### src/rtl/next_ptr_free_list_if.sv
// Alloc/free handshake bundle for the next-pointer free-list manager.
// Pool IDs are 6 bits wide to match the next_33x6 RAM.
interface next_ptr_free_list_if;
    logic       alloc_valid;
    logic [5:0] alloc_id;
    logic       alloc_ready;
    logic       free_valid;
    logic [5:0] free_id;
    logic       free_ready;

    // Consumer side: takes IDs and returns them.
    modport master (
        input  alloc_valid, alloc_id, free_ready,
        output alloc_ready, free_valid, free_id
    );

    // Free-list side: offers the list head and accepts returned IDs.
    modport slave (
        output alloc_valid, alloc_id, free_ready,
        input  alloc_ready, free_valid, free_id
    );
endinterface

### src/rtl/next_ptr_free_list.sv
// Free-list manager for 33 entry IDs (0..32).
// Free IDs form a singly linked list in the downstream next_33x6 RAM.
// After reset, an INIT pass writes next[i] = i+1 for i = 0..31, which
// builds the chain 0->1->...->32. The block then enters READY, where it
// pops from the head and appends at the tail.
module next_ptr_free_list (
    input  logic                       clock,
    input  logic                       reset_n,
    next_ptr_free_list_if.slave        pool,
    output logic [5:0]                 count,
    output logic                       init_done,
    output logic                       err,
    output logic [5:0]                 nxt_raddr,
    output logic                       nxt_ren,
    input  logic [5:0]                 nxt_rdata,
    output logic [5:0]                 nxt_waddr,
    output logic                       nxt_wen,
    output logic [5:0]                 nxt_wdata
);
    localparam logic [5:0] LAST_ID = 6'd32;
    localparam logic [5:0] POOL_SZ = 6'd33;

    typedef enum logic {INIT, READY} state_t;

    state_t     state;
    logic [4:0] icnt;
    logic [5:0] head;
    logic [5:0] tail;
    logic [5:0] cnt_q;

    logic rdy;
    logic alloc_fire;
    logic free_fire;
    logic one_left;
    logic tail_wr;

    assign rdy        = (state == READY);
    assign one_left   = (cnt_q == 6'd1);
    assign alloc_fire = pool.alloc_valid & pool.alloc_ready;
    assign free_fire  = pool.free_valid & pool.free_ready;

    // Link the returned ID behind the tail, unless it becomes the sole
    // element. That happens when the list is empty, or when the last
    // element leaves in the same cycle.
    assign tail_wr = free_fire & (cnt_q != 6'd0) & ~(alloc_fire & one_left);

    assign pool.alloc_valid = rdy & (cnt_q != 6'd0);
    assign pool.free_ready  = rdy & (cnt_q != POOL_SZ);
    assign pool.alloc_id    = head;
    assign init_done        = rdy;
    assign count            = cnt_q;

    // With one entry left, the head has no successor, so the read is suppressed.
    assign nxt_raddr = rdy ? head : 6'd0;
    assign nxt_ren   = rdy & (cnt_q >= 6'd2);

    // The RAM write port is shared by the INIT chain build and tail appends.
    // It is held quiet while reset_n is low, so every output stays at 0 in reset.
    always_comb begin
        nxt_wen   = 1'b0;
        nxt_waddr = 6'd0;
        nxt_wdata = 6'd0;
        if (!rdy) begin
            if (reset_n) begin
                nxt_wen   = 1'b1;
                nxt_waddr = {1'b0, icnt};
                nxt_wdata = {1'b0, icnt} + 6'd1;
            end
        end else if (tail_wr) begin
            nxt_wen   = 1'b1;
            nxt_waddr = tail;
            nxt_wdata = pool.free_id;
        end
    end

    // State machine and list registers: build the chain, then track head, tail and count.
    always_ff @(posedge clock or negedge reset_n) begin
        if (!reset_n) begin
            state <= INIT;
            icnt  <= 5'd0;
            head  <= 6'd0;
            tail  <= LAST_ID;
            cnt_q <= 6'd0;
            err   <= 1'b0;
        end else if (state == INIT) begin
            icnt <= icnt + 5'd1;
            if (icnt == 5'd31) begin
                state <= READY;
                cnt_q <= POOL_SZ;
            end
        end else begin
            if (free_fire && (pool.free_id > LAST_ID))
                err <= 1'b1;

            if (alloc_fire && free_fire) begin
                // The count is unchanged. The read returns pre-write data,
                // so a write to the old head is harmless.
                head <= one_left ? pool.free_id : nxt_rdata;
                tail <= pool.free_id;
            end else if (alloc_fire) begin
                // The head is left stale when the list drains, and is
                // reloaded on the next free.
                if (!one_left)
                    head <= nxt_rdata;
                cnt_q <= cnt_q - 6'd1;
            end else if (free_fire) begin
                if (cnt_q == 6'd0)
                    head <= pool.free_id;
                tail  <= pool.free_id;
                cnt_q <= cnt_q + 6'd1;
            end
        end
    end
endmodule
### src/flat_wrapper.sv
// flat-port wrapper written by rule: the top's interface ports become plain ports
module next_ptr_free_list_flat 
  (clock, reset_n, count, init_done, err, nxt_raddr, nxt_ren, nxt_rdata, nxt_waddr, nxt_wen, nxt_wdata, pool_alloc_valid, pool_alloc_id, pool_free_ready, pool_alloc_ready, pool_free_valid, pool_free_id);
  next_ptr_free_list_if pool_i ();
  input  logic clock;
  input  logic reset_n;
  output logic [5:0] count;
  output logic init_done;
  output logic err;
  output logic [5:0] nxt_raddr;
  output logic nxt_ren;
  input  logic [5:0] nxt_rdata;
  output logic [5:0] nxt_waddr;
  output logic nxt_wen;
  output logic [5:0] nxt_wdata;
  output wire logic [$bits(pool_i.alloc_valid)-1:0] pool_alloc_valid;
  output wire logic [$bits(pool_i.alloc_id)-1:0] pool_alloc_id;
  output wire logic [$bits(pool_i.free_ready)-1:0] pool_free_ready;
  input wire logic [$bits(pool_i.alloc_ready)-1:0] pool_alloc_ready;
  input wire logic [$bits(pool_i.free_valid)-1:0] pool_free_valid;
  input wire logic [$bits(pool_i.free_id)-1:0] pool_free_id;
  assign pool_alloc_valid = pool_i.alloc_valid;
  assign pool_alloc_id = pool_i.alloc_id;
  assign pool_free_ready = pool_i.free_ready;
  assign pool_i.alloc_ready = pool_alloc_ready;
  assign pool_i.free_valid = pool_free_valid;
  assign pool_i.free_id = pool_free_id;
  next_ptr_free_list u_core (.clock(clock), .reset_n(reset_n), .pool(pool_i), .count(count), .init_done(init_done), .err(err), .nxt_raddr(nxt_raddr), .nxt_ren(nxt_ren), .nxt_rdata(nxt_rdata), .nxt_waddr(nxt_waddr), .nxt_wen(nxt_wen), .nxt_wdata(nxt_wdata));
endmodule
### config.mk
export PLATFORM = sky130hd
export DESIGN_NAME = next_ptr_free_list_flat
export DESIGN_NICKNAME = d
export VERILOG_FILES = /design/src/rtl/next_ptr_free_list_if.sv /design/src/rtl/next_ptr_free_list.sv /design/src/flat_wrapper.sv
export SDC_FILE = /design/constraint.sdc
export NUM_CORES = 1
export LEC_CHECK = 0
export BUFFER_PORTS_ARGS = -buffer_cell sky130_fd_sc_hd__buf_2
export CAP_MARGIN = 20
export CORE_ASPECT_RATIO = 1.2
export CORE_UTILIZATION = 55
export DETAILED_ROUTE_END_ITERATION = 8
export PLACE_DENSITY = 0.95
export SKIP_CTS_REPAIR_TIMING = 1
export SLEW_MARGIN = 5
export SYNTH_ARGS = -nofsm -noshare
export SYNTH_HDL_FRONTEND = slang
export SYNTH_SLANG_ARGS = --single-unit
### constraint.sdc
create_clock -name clock -period 4 [get_ports clock]
set_input_delay 0.2 -clock clock [delete_from_list [all_inputs] [get_ports clock]]
set_output_delay 0.2 -clock clock [all_outputs]
set_load 0.02 [all_outputs]
### After elaboration in Yosys (flattened, before gate mapping)

Cells that the tools add are included.
Widths: inputs -> output; s select.

* add/subtract/negate cells: 4
* order comparisons: 2
* equal/unequal tests: 7
* mux-type cells: 26
* bitwise gates (word level): 9
* reduce and logical (&&, ||, !) cells: 12

Operators by type and width (number)
* $mux 6: 20
* $and 1x1->1: 8
* $add 5x1->6 const B: 1
* $add 6x1->6 const B: 1
* $eq 6x1->1 const B: 1
* $ge 6x2->1 const B: 1
* $gt 6x6->1 const B: 1
* $logic_not 6->1: 1
* $ne 3x3->1 const B: 2
* $ne 6x6->1 const B: 1
* $reduce_and 3->1: 2
* $reduce_bool 3->1: 2
* $reduce_bool 6->1: 1
* $sub 6x1->6 const B: 1
* $add 5x1->5 const B: 1
* $eq 5x5->1 const B: 1
* $mux 1: 5
* $mux 5: 1
* $ne 2x2->1 const B: 2
* $reduce_and 4->1: 1
* $reduce_bool 2->1: 2
* $logic_and 1x1->1: 2
* $reduce_and 2->1: 1
* $not 1->1: 1

* flip-flop bits (word level): 25
* bits of input ports: 16
* output and inout bits: 36
* logic and storage cells: 66

### Logic depth before layout (Yosys ltp)

* depth in word-level cells: 8
* mapped depth: 9
* depth with buffers taken out: 7

### Worst setup path after synthesis

OpenSTA, ideal clock, no wires.

* path kind: reg-to-output
* start: register u_core.cnt_q[0] (netlist: u_core.count[0])
* end: output port nxt_waddr[2]
* data arrival time: 1.971 ns
* data required time: 3.800 ns
* setup slack: 1.829 ns
* stages on the path, launching flop included: 8
* path buffers: 1
* path through: dfrtp_1 inv_1 ha_1 nor2b_1 nand2b_1 a21oi_1 buf_2 a22o_1

* word-level cells in the longest chain between the ends: 8
* elaborated cells between the ends (all ways): 13
* classes of those cells: eq/ne (2); mux (2); bitwise (8); reduce/logical (1)

Ends and longest elaborated chain
* start: declaration: RTL line next_ptr_free_list.sv:29 `logic [5:0] cnt_q;`
* start signal: assignment: RTL line next_ptr_free_list.sv:105 `cnt_q <= cnt_q - 6'd1;`
* start signal: assignment: RTL line next_ptr_free_list.sv:110 `cnt_q <= cnt_q + 6'd1;`
* $reduce_bool 6->1: RTL line next_ptr_free_list.sv:45, next_ptr_free_list.sv:47
* $and 1x1->1: RTL line next_ptr_free_list.sv:47 `assign pool.alloc_valid = rdy & (cnt_q != 6'd0);`
* $and 1x1->1: RTL line next_ptr_free_list.sv:39 `assign alloc_fire = pool.alloc_valid & pool.alloc_ready;`
* $and 1x1->1: RTL line next_ptr_free_list.sv:45 `assign tail_wr = free_fire & (cnt_q != 6'd0) & ~(alloc_fire & one_left);`
* $not 1->1: RTL line next_ptr_free_list.sv:45
* $and 1x1->1 (*): RTL line next_ptr_free_list.sv:45
* $mux 6 (*): RTL line next_ptr_free_list.sv:69 `end else if (tail_wr) begin`
* $mux 6 (*): RTL line next_ptr_free_list.sv:63 `if (!rdy) begin`
* end: declaration: RTL line flat_wrapper.sv:13 `output logic [5:0] nxt_waddr;`

Mark *: on every way between the ends. The rest lies on a longest branch, timed or not.

### Worst setup path in the final report

* start: register u_core.cnt_q[0] (netlist: u_core.count[0])
* end: output port nxt_wdata[2]

* word-level cells in the longest chain between the ends: 8
* elaborated cells between the ends (all ways): 13
* classes of those cells: eq/ne (2); mux (2); bitwise (8); reduce/logical (1)

Ends and longest elaborated chain
* $reduce_bool 6->1: RTL line next_ptr_free_list.sv:45, next_ptr_free_list.sv:47
* $and 1x1->1: RTL line next_ptr_free_list.sv:47
* $and 1x1->1: RTL line next_ptr_free_list.sv:39
* $and 1x1->1: RTL line next_ptr_free_list.sv:45
* $not 1->1: RTL line next_ptr_free_list.sv:45
* $and 1x1->1 (*): RTL line next_ptr_free_list.sv:45
* $mux 6 (*): RTL line next_ptr_free_list.sv:69
* $mux 6 (*): RTL line next_ptr_free_list.sv:63
* end: declaration: RTL line flat_wrapper.sv:15 `output logic [5:0] nxt_wdata;`

Marks and branches as above.

==> reports/metrics.csv <==
metric,value,unit
fin_cells,266,
ys.flop_type,dfrtp_1,
start_kind,flop,
dieArea,0.003326,mm²
fin_crit_sh,0.7814,
outcome,finished clean,
slew_viol_final,0,
gp_congestion,0.9238,
io_pins,52,
max_freq,319.9,MHz
power_leakage,0.9252,nW
overflow,0,
vias_per_cell,6.041,
synth_nets,209,
grt_pass1_wl,6.803,mm
drc,0,
drt-total-wl,4.162,mm
ir_drop,329.8,µV
numCtsBuffers,3,
core-area,0.002864,mm²
diodes,0,
syn_to_final_growth,15.79,%
hold_viol_final,0,
clockBufferDepth,2,
cp.arrival,2930,ps
final_common_cell,buf_2,
seq_area_frac_synth,0.3678,
rows,21,
postSynthAreaPerCell,9.113,µm²
nets,255,
layout_min_cycle_time,3126,ps
cts_root_buf,clkbuf_4,
synth_largest_area_cell,dfrtp_1,
synth_edf_count,0,
crit_chain,"inv_1, ha_1, nor2b_1, nand2b_1, a21oi_1, a22o_1, buf_2",
yosys_warnings,0,
clock_latency,320,ps
tns,0,ps
cts_tree,yes,
yosys_register_bits,25,
rsz0062_at_grt,false,
hold_class,in -> reg,
drtAntennaViolNets,0,
async_flop_share,1.000,
post-dp-hpwl,2.974,mm
grt_max_degree,28,
worst_pin_slew,987.4,ps
ys_types,53,
start_util,0.5950,
utilization,0.6889,
cp.required,3800,ps
routedWlPerCell,15.65,µm
setup_viol,0,
portBuffers,51,
drt_iter0_markers,36,
slew-limit-headroom,0.3417,
netlist_top_cells_area,"dfrtp_1 (35%), nand2_1 (7.5%), a22o_1 (4.6%), ha_1 (4.4%), mux2i_1 (3.5%)",
max-cap-violations,0,
synth_top_area_frac,0.3524,
cp_top_family,compound AO/OA/AOI/OAI gates,
post-place-cells,261,
synthesis.area,0.001704,mm²
cts_htree_levels,1,
path_class,reg -> out,
max_stage_delay,780,ps
final_layout_size_suffix_gt1_frac,0.3060,
numClockSinks,25,
powerDensity,455.1,mW/mm²
cp_max_fo,13,
die_h,62.98,µm
drt-pass1-iter-count,4,
final_cell_mix,"buf_2 (51), nand2_1 (34), dfrtp_1 (24), nor2_1 (14)",
grt_use_total,0.2728,
crit_buf_inv,2,
clock_skew,10.82,ps
vias,1607,
clkTransAtPathRegs,140,ps
grt_pass1_vias,1464,
die_x,52.82,µm
critPathCaptureType,output port,
syn_inst,187,
antenna_found_initial,0,
cpMaxStageDelayCell,a21oi_1,
## cell usage after synthesis (2+ instances only)
cell,n
nand2_1,34
dfrtp_1,24
nor2_1,14
a21oi_1,9
a22o_1,9
and2_1,7
ha_1,6
mux2i_1,6
buf_2,5
nand3_1,5
inv_1,4
xnor2_1,4
a31oi_1,3
clkbuf_1,3
mux2_2,3
nor3_1,3
xor2_1,3
a41oi_1,2
and2_4,2
buf_6,2
nand4_1,2
nor2b_1,2
o2111ai_1,2
o211ai_1,2
o2bb2ai_1,2
o311ai_1,2
## cell families (layout without fill, tap and decap cells)
| logic type | after synthesis | count (layout) | share of synthesized area |
|---|---|---|---|
| fa+ha+maj | 6 | 6 | 0.04405 |
| xor+xnor | 7 | 7 | 0.03598 |
| buf+inv | 16 | 61 | 0.04992 |
| simple gates | 79 | 79 | 0.2284 |
| flops | 25 | 25 | 0.3678 |
| compound gates | 45 | 45 | 0.2188 |
| mux | 9 | 9 | 0.05507 |
## path summary, 6_finish.rpt
| path | slack [ps] | end | startpoint | cells past startpoint |
|---|---|---|---|---|
| max in group asynchronous | 3200 | u_core.count[0]$_DFFE_PN0P_ | reset_n | 2 |
| hold reg to reg | 470 | u_core.tail[5]$_DFFE_PN1P_ | u_core.tail[5]$_DFFE_PN1P_ | 2 |
| setup / recovery | 870 | nxt_wdata[2] | u_core.count[0]$_DFFE_PN0P_ | 7 |
| min in group asynchronous | 410 | u_core.icnt[1]$_DFFE_PN0N_ | reset_n | 2 |
| setup reg to reg | 1430 | u_core.pool.alloc_id[3]$_DFFE_PN0P_ | u_core.count[0]$_DFFE_PN0P_ | 7 |
| hold / removal | 100 | u_core.tail[5]$_DFFE_PN1P_ | pool_free_id[5] | 3 |
## area by class of cell
class	instances	area (µm²)
clock buffers	3	22.52
clock inverters	1	5.005
fillers	253	890.9
inverters	5	18.77
multi-input cells	146	992.2
flip-flops and latches	25	626.9
well taps	34	42.54
repair buffers	52	265.3
## layer usage
| layer | vias up | track usage | part of all wire |
|---|---|---|---|
| met4 | 0 | 0.08553 | 0.0070 |
| met2 | 72 | 0.4256 | 0.50 |
| met1 | 768 | 0.3909 | 0.43 |
| li1 | 763 | - | - |
| met3 | 4 | 0.02920 | 0.067 |
| met5 | - | 0 | 0 |
## registers in the layout (all words and copies together), names as in the netlist
name                  count
u_core.count              6
u_core.pool.alloc_id      6
u_core.tail               6
u_core.icnt               5
u_core.err                1
u_core.init_done          1
## worst register-to-register path, stage by stage, from the launching register on
cell      delay [ps]
dfrtp_1          500
inv_1            180
ha_1             280
nor2b_1          440
a31oi_1          160
a211oi_2         690
nor2_1           120
a21oi_1          140
## power by group
group	internal [mW]	switching (mW)	leakage [nW]	total, mW
combinational	0.158	0.241	0.615	0.399
sequential	0.298	0.0887	0.292	0.386
clock	0.0374	0.0757	0.0177	0.113
## stage by stage
stage	setup WS, ps	area, µm²	total power [mW]	hold WS, ps
5_1_grt	694.4	1973	0.9599	91.66
6_report	874.3	1973	0.8980	98.64
2_1_floorplan	1829	1704	0.6772	-95.59
3_3_place_gp	1351	1936	0.7712	216.3
3_5_place_dp	1268	1936	0.7838	222.7
4_1_cts	925.0	1963	0.8964	-138.4
Power figures use the tool's default switching activity.
